--- src/rtl/spi_cmd_decoder.sv ---
// spi_cmd_decoder
// SPI mode-0 front end for the frame-buffer write path. Bytes arriving on
// Sclk/Mosi/CSel are synchronized into the MainClkSrc domain, decoded as
// pixel commands, and resulting pixel writes are queued in a small FIFO that
// the memory arbiter drains through a req/ack handshake.

module spi_cmd_decoder #(
    parameter int ADDR_W     = 19,
    parameter int DATA_W     = 8,
    parameter int FIFO_DEPTH = 4,
    parameter int ADDR_MAX   = 307199
) (
    input  logic              MainClkSrc,
    input  logic              Reset,
    input  logic              Sclk,
    input  logic              Mosi,
    input  logic              CSel,
    output logic              WrReq,
    output logic [ADDR_W-1:0] WrAddr,
    output logic [DATA_W-1:0] WrData,
    input  logic              WrAck,
    output logic              Overflow,
    output logic              Busy
);

    localparam int                PTR_W      = $clog2(FIFO_DEPTH);
    localparam logic [PTR_W:0]    FULL_COUNT = (PTR_W + 1)'(FIFO_DEPTH);
    localparam logic [ADDR_W-1:0] ADDR_LAST  = ADDR_W'(ADDR_MAX);

    localparam logic [7:0] OP_SET_ADDR = 8'h11;
    localparam logic [7:0] OP_WRITE    = 8'h20;
    localparam logic [7:0] OP_CLR_OVF  = 8'h30;

    typedef enum logic [2:0] {
        IDLE,
        ADDR2,
        ADDR1,
        ADDR0,
        DATA
    } cmdState_t;

    // SPI input synchronizers
    logic sclkSync1, sclkSync2, sclkSync3;
    logic mosiSync1, mosiSync2;
    logic cselSync1, cselSync2;
    logic sclkRise;

    // Byte assembly
    logic [2:0] bitCnt;
    logic [6:0] shiftReg;
    logic [7:0] rxByte;
    logic       byteStrobe;

    // Command decoding
    cmdState_t currentState, nextState;
    logic      captureA2, captureA1, loadPtr, pushReq, clrOvf;
    logic [2:0]        a2Reg;
    logic [7:0]        a1Reg;
    logic [ADDR_W-1:0] addrPtr;

    // Write FIFO
    logic [ADDR_W-1:0] addrMem [FIFO_DEPTH];
    logic [DATA_W-1:0] dataMem [FIFO_DEPTH];
    logic [PTR_W-1:0]  wrIdx, rdIdx;
    logic [PTR_W:0]    fifoCount;
    logic              fifoEmpty, fifoFull;
    logic              popFire, pushFire, dropWrite;

    // Two-flop synchronizers plus a third Sclk stage for rising-edge detection;
    // chip select resets to the deselected level so no phantom frame starts.
    always_ff @(posedge MainClkSrc) begin
        if (Reset) begin
            sclkSync1 <= 1'b0;
            sclkSync2 <= 1'b0;
            sclkSync3 <= 1'b0;
            mosiSync1 <= 1'b0;
            mosiSync2 <= 1'b0;
            cselSync1 <= 1'b1;
            cselSync2 <= 1'b1;
        end else begin
            sclkSync1 <= Sclk;
            sclkSync2 <= sclkSync1;
            sclkSync3 <= sclkSync2;
            mosiSync1 <= Mosi;
            mosiSync2 <= mosiSync1;
            cselSync1 <= CSel;
            cselSync2 <= cselSync1;
        end
    end

    assign sclkRise = sclkSync2 & ~sclkSync3;

    // Shift Mosi in on each Sclk rise inside a frame; deselect drops any partial byte.
    always_ff @(posedge MainClkSrc) begin
        if (Reset) begin
            bitCnt     <= 3'd0;
            shiftReg   <= 7'd0;
            rxByte     <= 8'd0;
            byteStrobe <= 1'b0;
        end else begin
            byteStrobe <= 1'b0;
            if (cselSync2) begin
                bitCnt <= 3'd0;
            end else if (sclkRise) begin
                shiftReg <= {shiftReg[5:0], mosiSync2};
                bitCnt   <= bitCnt + 3'd1;
                if (bitCnt == 3'd7) begin
                    rxByte     <= {shiftReg, mosiSync2};
                    byteStrobe <= 1'b1;
                end
            end
        end
    end

    // Command FSM state register; chip select does not touch it so commands may span frames.
    always_ff @(posedge MainClkSrc) begin
        if (Reset) begin
            currentState <= IDLE;
        end else begin
            currentState <= nextState;
        end
    end

    // Next-state logic: every transition is gated by a completed byte.
    always_comb begin
        nextState = currentState;
        if (byteStrobe) begin
            case (currentState)
                IDLE: begin
                    if (rxByte == OP_SET_ADDR) begin
                        nextState = ADDR2;
                    end else if (rxByte == OP_WRITE) begin
                        nextState = DATA;
                    end else begin
                        nextState = IDLE;
                    end
                end
                ADDR2:   nextState = ADDR1;
                ADDR1:   nextState = ADDR0;
                ADDR0:   nextState = IDLE;
                DATA:    nextState = IDLE;
                default: nextState = IDLE;
            endcase
        end
    end

    // Per-byte actions decoded from the state the byte arrived in.
    always_comb begin
        captureA2 = 1'b0;
        captureA1 = 1'b0;
        loadPtr   = 1'b0;
        pushReq   = 1'b0;
        clrOvf    = 1'b0;
        if (byteStrobe) begin
            case (currentState)
                IDLE:    clrOvf    = (rxByte == OP_CLR_OVF);
                ADDR2:   captureA2 = 1'b1;
                ADDR1:   captureA1 = 1'b1;
                ADDR0:   loadPtr   = 1'b1;
                DATA:    pushReq   = 1'b1;
                default: ;
            endcase
        end
    end

    // Hold the upper address bytes until the final byte loads the whole pointer at once.
    always_ff @(posedge MainClkSrc) begin
        if (Reset) begin
            a2Reg <= 3'd0;
            a1Reg <= 8'd0;
        end else begin
            if (captureA2) begin
                a2Reg <= rxByte[2:0];
            end
            if (captureA1) begin
                a1Reg <= rxByte;
            end
        end
    end

    // Address pointer: loaded by SET_ADDR, advanced on every pixel (even a dropped one), wrapping at the last pixel.
    always_ff @(posedge MainClkSrc) begin
        if (Reset) begin
            addrPtr <= '0;
        end else if (loadPtr) begin
            addrPtr <= ADDR_W'({a2Reg, a1Reg, rxByte});
        end else if (pushReq) begin
            addrPtr <= (addrPtr >= ADDR_LAST) ? '0 : addrPtr + 1'b1;
        end
    end

    assign fifoEmpty = (fifoCount == '0);
    assign fifoFull  = (fifoCount == FULL_COUNT);
    assign popFire   = ~fifoEmpty & WrAck;
    assign pushFire  = pushReq & (~fifoFull | popFire);
    assign dropWrite = pushReq & fifoFull & ~popFire;

    // FIFO storage; a push into a full FIFO that pops the same cycle reuses the slot being vacated.
    always_ff @(posedge MainClkSrc) begin
        if (pushFire) begin
            addrMem[wrIdx] <= addrPtr;
            dataMem[wrIdx] <= DATA_W'(rxByte);
        end
    end

    // FIFO read/write indices and occupancy.
    always_ff @(posedge MainClkSrc) begin
        if (Reset) begin
            wrIdx     <= '0;
            rdIdx     <= '0;
            fifoCount <= '0;
        end else begin
            if (pushFire) begin
                wrIdx <= wrIdx + 1'b1;
            end
            if (popFire) begin
                rdIdx <= rdIdx + 1'b1;
            end
            case ({pushFire, popFire})
                2'b10:   fifoCount <= fifoCount + 1'b1;
                2'b01:   fifoCount <= fifoCount - 1'b1;
                default: fifoCount <= fifoCount;
            endcase
        end
    end

    // Sticky overflow flag, cleared only by reset or the CLR_OVF opcode.
    always_ff @(posedge MainClkSrc) begin
        if (Reset) begin
            Overflow <= 1'b0;
        end else if (dropWrite) begin
            Overflow <= 1'b1;
        end else if (clrOvf) begin
            Overflow <= 1'b0;
        end
    end

    // Head of the FIFO is presented straight from storage; zeros while nothing is pending.
    always_comb begin
        WrReq  = ~fifoEmpty;
        WrAddr = fifoEmpty ? '0 : addrMem[rdIdx];
        WrData = fifoEmpty ? '0 : dataMem[rdIdx];
        Busy   = (currentState != IDLE) | ~fifoEmpty;
    end

endmodule

--- config.mk ---
export PLATFORM = sky130hd
export DESIGN_NAME = spi_cmd_decoder
export DESIGN_NICKNAME = d
export VERILOG_FILES = /design/src/rtl/spi_cmd_decoder.sv
export SDC_FILE = /design/constraint.sdc
export NUM_CORES = 1
export LEC_CHECK = 0
export BUFFER_PORTS_ARGS = -buffer_cell sky130_fd_sc_hd__buf_2
export CORE_MARGIN = 1
export CORE_UTILIZATION = 36
export DETAILED_ROUTE_END_ITERATION = 8
export GPL_ROUTABILITY_DRIVEN = 1
export SYNTH_ARGS = -nofsm -noshare
export SYNTH_HDL_FRONTEND = slang
export SYNTH_SLANG_ARGS = --single-unit
--- constraint.sdc ---
create_clock -name MainClkSrc -period 6.5 [get_ports MainClkSrc]
set_input_delay 0.65 -clock MainClkSrc [delete_from_list [all_inputs] [get_ports MainClkSrc]]
set_output_delay 0.65 -clock MainClkSrc [all_outputs]
set_load 0.05 [all_outputs]
==> metrics.md <==
| Metric | Value |
|---|---|
| WP data required | `between 5000 and 6000 ps` |
| Final Cell Area | `8300 um2` |
| Peak VDD IR | `192 uV` |
| Most used DFF post-synth | `edfxtp_1` |
| Initial antenna violation count | `0` |
| Overall global routing resource usage | `15.0%` |
| Metal3 WL | `652 um` |
| Post-synthesis sequential area ratio | `a little over three fifths` |
| Post-synth top area share | `44.0%` |
| Number of global-route vias before repair | `4,558` |
| Drt first pass iters | `5` |
| Slew @ Worst Pin | `1100 ps` |
| Synthesis Warnings | `0` |
| Total power | `around 2.1 mW` |
| # IOs | `36` |
| Htree depth | `4` |
| R2R Path End | `fifoCount[2]$_SDFFE_PP0P_` |
| Top post-synthesis cells by count | `edfxtp_1 (108), dfxtp_1 (69), nor2_1 (41)` |
| Die area | `21,100 um2` |
| Critical Path Sink Type | `output port` |
| PostCTS Resize Cnt | `0` |
| Metal-1 WL | `6.69 mm` |
| Critical setup path kind | `reg -> out` |
| Register area | `4630 um2` |
| Hold crit path type | `in -> reg` |
| Share of cells above drive strength 1 | `18.5%` |
| DR iter-0 viols | `320` |
| Post-Syn Area | `7370 um2` |
| Setup_tns | `0 ps` |
| Detail Route Antenna Nets | `0` |
| Num rows | `51` |
| Final wirelength | `about 15 mm` |
| Layout Skew | `8.35 ps` |
| Die H | `145 um` |
| Tcrit/Tclk final | `about half` |
| Final Setup Violations | `0` |
| Top cells by area, synth | `edfxtp_1 (44%), dfxtp_1 (19%), mux4_2 (8.2%)` |
| RD Place Congestion | `0.826` |
| CP top delay family | `simple AND/OR/NAND/NOR gates` |
| Reg2reg setup slack | `~3400 ps` |
| Largest net degree at the start of global routing | `54` |
| Clock slew at reported path FFs | `about 70 ps` |
| Most common cell in the synthesized netlist | `edfxtp_1` |
| Vias per cell | `roughly 5.3` |
| Reg2reg path depth | `6` |
| Via count | `4,516` |
| WP buf/inv | `1` |
| Chip Width | `145 um` |
| Hold Path Cell Cnt | `2` |
| TritonCTS clock tree | `yes` |
| Multi-input gate area | `2550 um2` |
| Hold Path Origin | `CSel` |
| Final Hold Viols | `0` |
| Hpwl dp | `between 8 and 9 mm` |
| Residual DRC | `0` |
| Hold-fix buffers, CTS | `0` |
| Hold EP | `cselSync1$_SDFF_PP1_` |
| Outcome | `completed` |
| Clk root buf | `clkbuf_16` |
| Max_cap viols | `0` |
| CP peak stage delay | `840 ps` |
| Biggest area consumer among synthesized cells | `edfxtp_1` |
| Worst path slowest cell | `or3_1` |
| Core Region | `~20,000 um2` |
| Static leakage power | `between 2 and 3 nW` |
| I/O Buffers | `35` |
| CP Launch Point | `fifoCount[1]$_SDFFE_PP0P_` |
| Ys async rst share | `0%` |
| Met2 WL post-DR | `7.41 mm` |
| Crit-path cells | `or3_1 > or4_1 > buf_2` |
| GRT overflow | `0` |
| Slew headroom | `26.8%` |
| # nets final | `591` |
| Final max-slew violation count | `0` |
| RSZ-0062 raised after global routing | `false` |
| Worst skew pair latency | `430 ps` |
| Clock Tree Buf Depth | `2` |
| Syn_nets | `570` |
| Tmin final | `3170 ps` |
| Cts bufs inserted | `17` |
| FMAX | `roughly 320 MHz` |
| Syn_area_per_cell | `13.3 um2` |
| Ant diodes | `0` |
| Pwr dens | `roughly 260 nW/um2` |
| Arrival time of the worst setup path | `2520 ps` |
| Area after DPL | `a little under 8000 um2` |
| WL/cell | `around 18 um` |
| Clk sinks | `177` |
| Netlist cell types | `57` |
| Fillers | `1,839` |
| Yosys reg bits | `177` |
| Initial Util | `about 37%` |
| Worst setup SP type | `flop` |
| Post-synth EDFFs | `108` |
| Synthesis-to-finish area growth | `12.6%` |
| Critical R2R Launch | `fifoCount[1]$_SDFFE_PP0P_` |
| Highest Signal Layer | `met4` |
| First-pass GRT wire length | `24.4 mm` |
| Post-Syn Instances | `556` |
| Crit-path max FO | `32` |
| Total setup buffers inserted after CTS | `0` |
-- final cells by class --
type | instances | share of cell area, %
inverter | 11 | 0.497
tap | 265 | 3.99
clock inverter | 12 | 1.01
sequential | 177 | 55.7
clock buffer | 20 | 5.64
timing repair buffer | 38 | 2.38
multi-input combinational | 332 | 30.8
-- logic make-up (layout without fill, tap and decap cells) --
group	count (synthesis)	in the layout	synth area share [%]
and+or+nand+nor	177	177	12.7
AOI/OAI and AO/OA	87	87	8.04
DFF	177	177	62.7
adders and majority gates	8	8	1.46
muxes	40	40	10.0
xor gates and xnor gates	20	20	2.38
buffers and inverters	47	81	2.73
-- how the worst max path moves through the flow --
| stage | end | slack [ps] | cells past startpoint |
|---|---|---|---|
| floorplan | fifoCount[2]$_SDFFE_PP0P_ | 3790 | 8 |
| global placement | fifoCount[2]$_SDFFE_PP0P_ | 3670 | 6 |
| detailed placement | fifoCount[2]$_SDFFE_PP0P_ | 3390 | 6 |
| CTS | WrData[4] | 3230 | 3 |
| global route | WrData[4] | 3150 | 3 |
| finish | Busy | 3330 | 3 |
-- report_power, final --
group          leakage (nW)  total [mW]  internal, mW  switching [mW]
combinational         0.871      0.0193       0.00562          0.0137
sequential             1.56        1.18          1.18         0.00215
clock                 0.275       0.941         0.522           0.420
-- worst register-to-register path, cell delays in order, from the launching register on --
cell      delay (ps)
dfxtp_1          490
or3_1            900
nand3_1          200
fa_1             490
or3_1            400
a311oi_1         370
nor2_1            80
-- cell usage in the layout, fill, tap and decap left out, types with 3 or more instances in the layout --
| master | instances |
|---|---|
| nor2_1 | 41 |
| edfxtp_1 | 108 |
| nand2b_1 | 3 |
| xnor2_1 | 11 |
| buf_2 | 35 |
| mux4_2 | 27 |
| nand4_1 | 3 |
| nor2b_1 | 7 |
| inv_1 | 13 |
| nor4_1 | 9 |
| xor2_1 | 9 |
| nand3_1 | 12 |
| clkbuf_16 | 18 |
| o21ai_0 | 9 |
| or2_2 | 3 |
| clkinv_4 | 4 |
| mux2i_1 | 13 |
| buf_4 | 3 |
| o2bb2ai_1 | 11 |
| a21oi_1 | 33 |
| and2_2 | 4 |
| a22oi_1 | 17 |
| nand2_1 | 40 |
| and2_1 | 31 |
| nor3_1 | 5 |
| dfxtp_1 | 68 |
| ha_1 | 7 |
-- sequential cells by signal, summed over array words and instances, names as in the netlist, named ones only --
signal	cells
bitCnt	3
addrPtr	19
shiftReg	7
dataMem	32
wrIdx	2
a1Reg	8
fifoCount	3
a2Reg	3
addrMem	76
Overflow	1
cselSync1	1
sclkSync2	1
rdIdx	2
mosiSync2	1
cselSync2	1
byteStrobe	1
mosiSync1	1
sclkSync3	1
currentState	3
sclkSync1	1
rxByte	8
-- metrics by stage --
stage | hold WS [ps] | worst slack (ps) | cells | util [%]
4_1_cts | 386 | 3230 | 855 | 42.0
3_3_place_gp | 401 | 3670 | 823 | 39.2
2_1_floorplan | 389 | 3790 | 556 | -
6_report | 404 | 3330 | 855 | 42.0
5_1_grt | 386 | 3150 | 855 | 42.0
3_5_place_dp | 407 | 3390 | 823 | 39.2
-- metal layers --
layer	track usage (%)	up-vias
met5	0	-
met4	6.47	0
met3	3.46	27
met2	24.5	115
met1	18.9	2267
li1	-	2107
No activity file was read; power rests on OpenSTA's default activity.
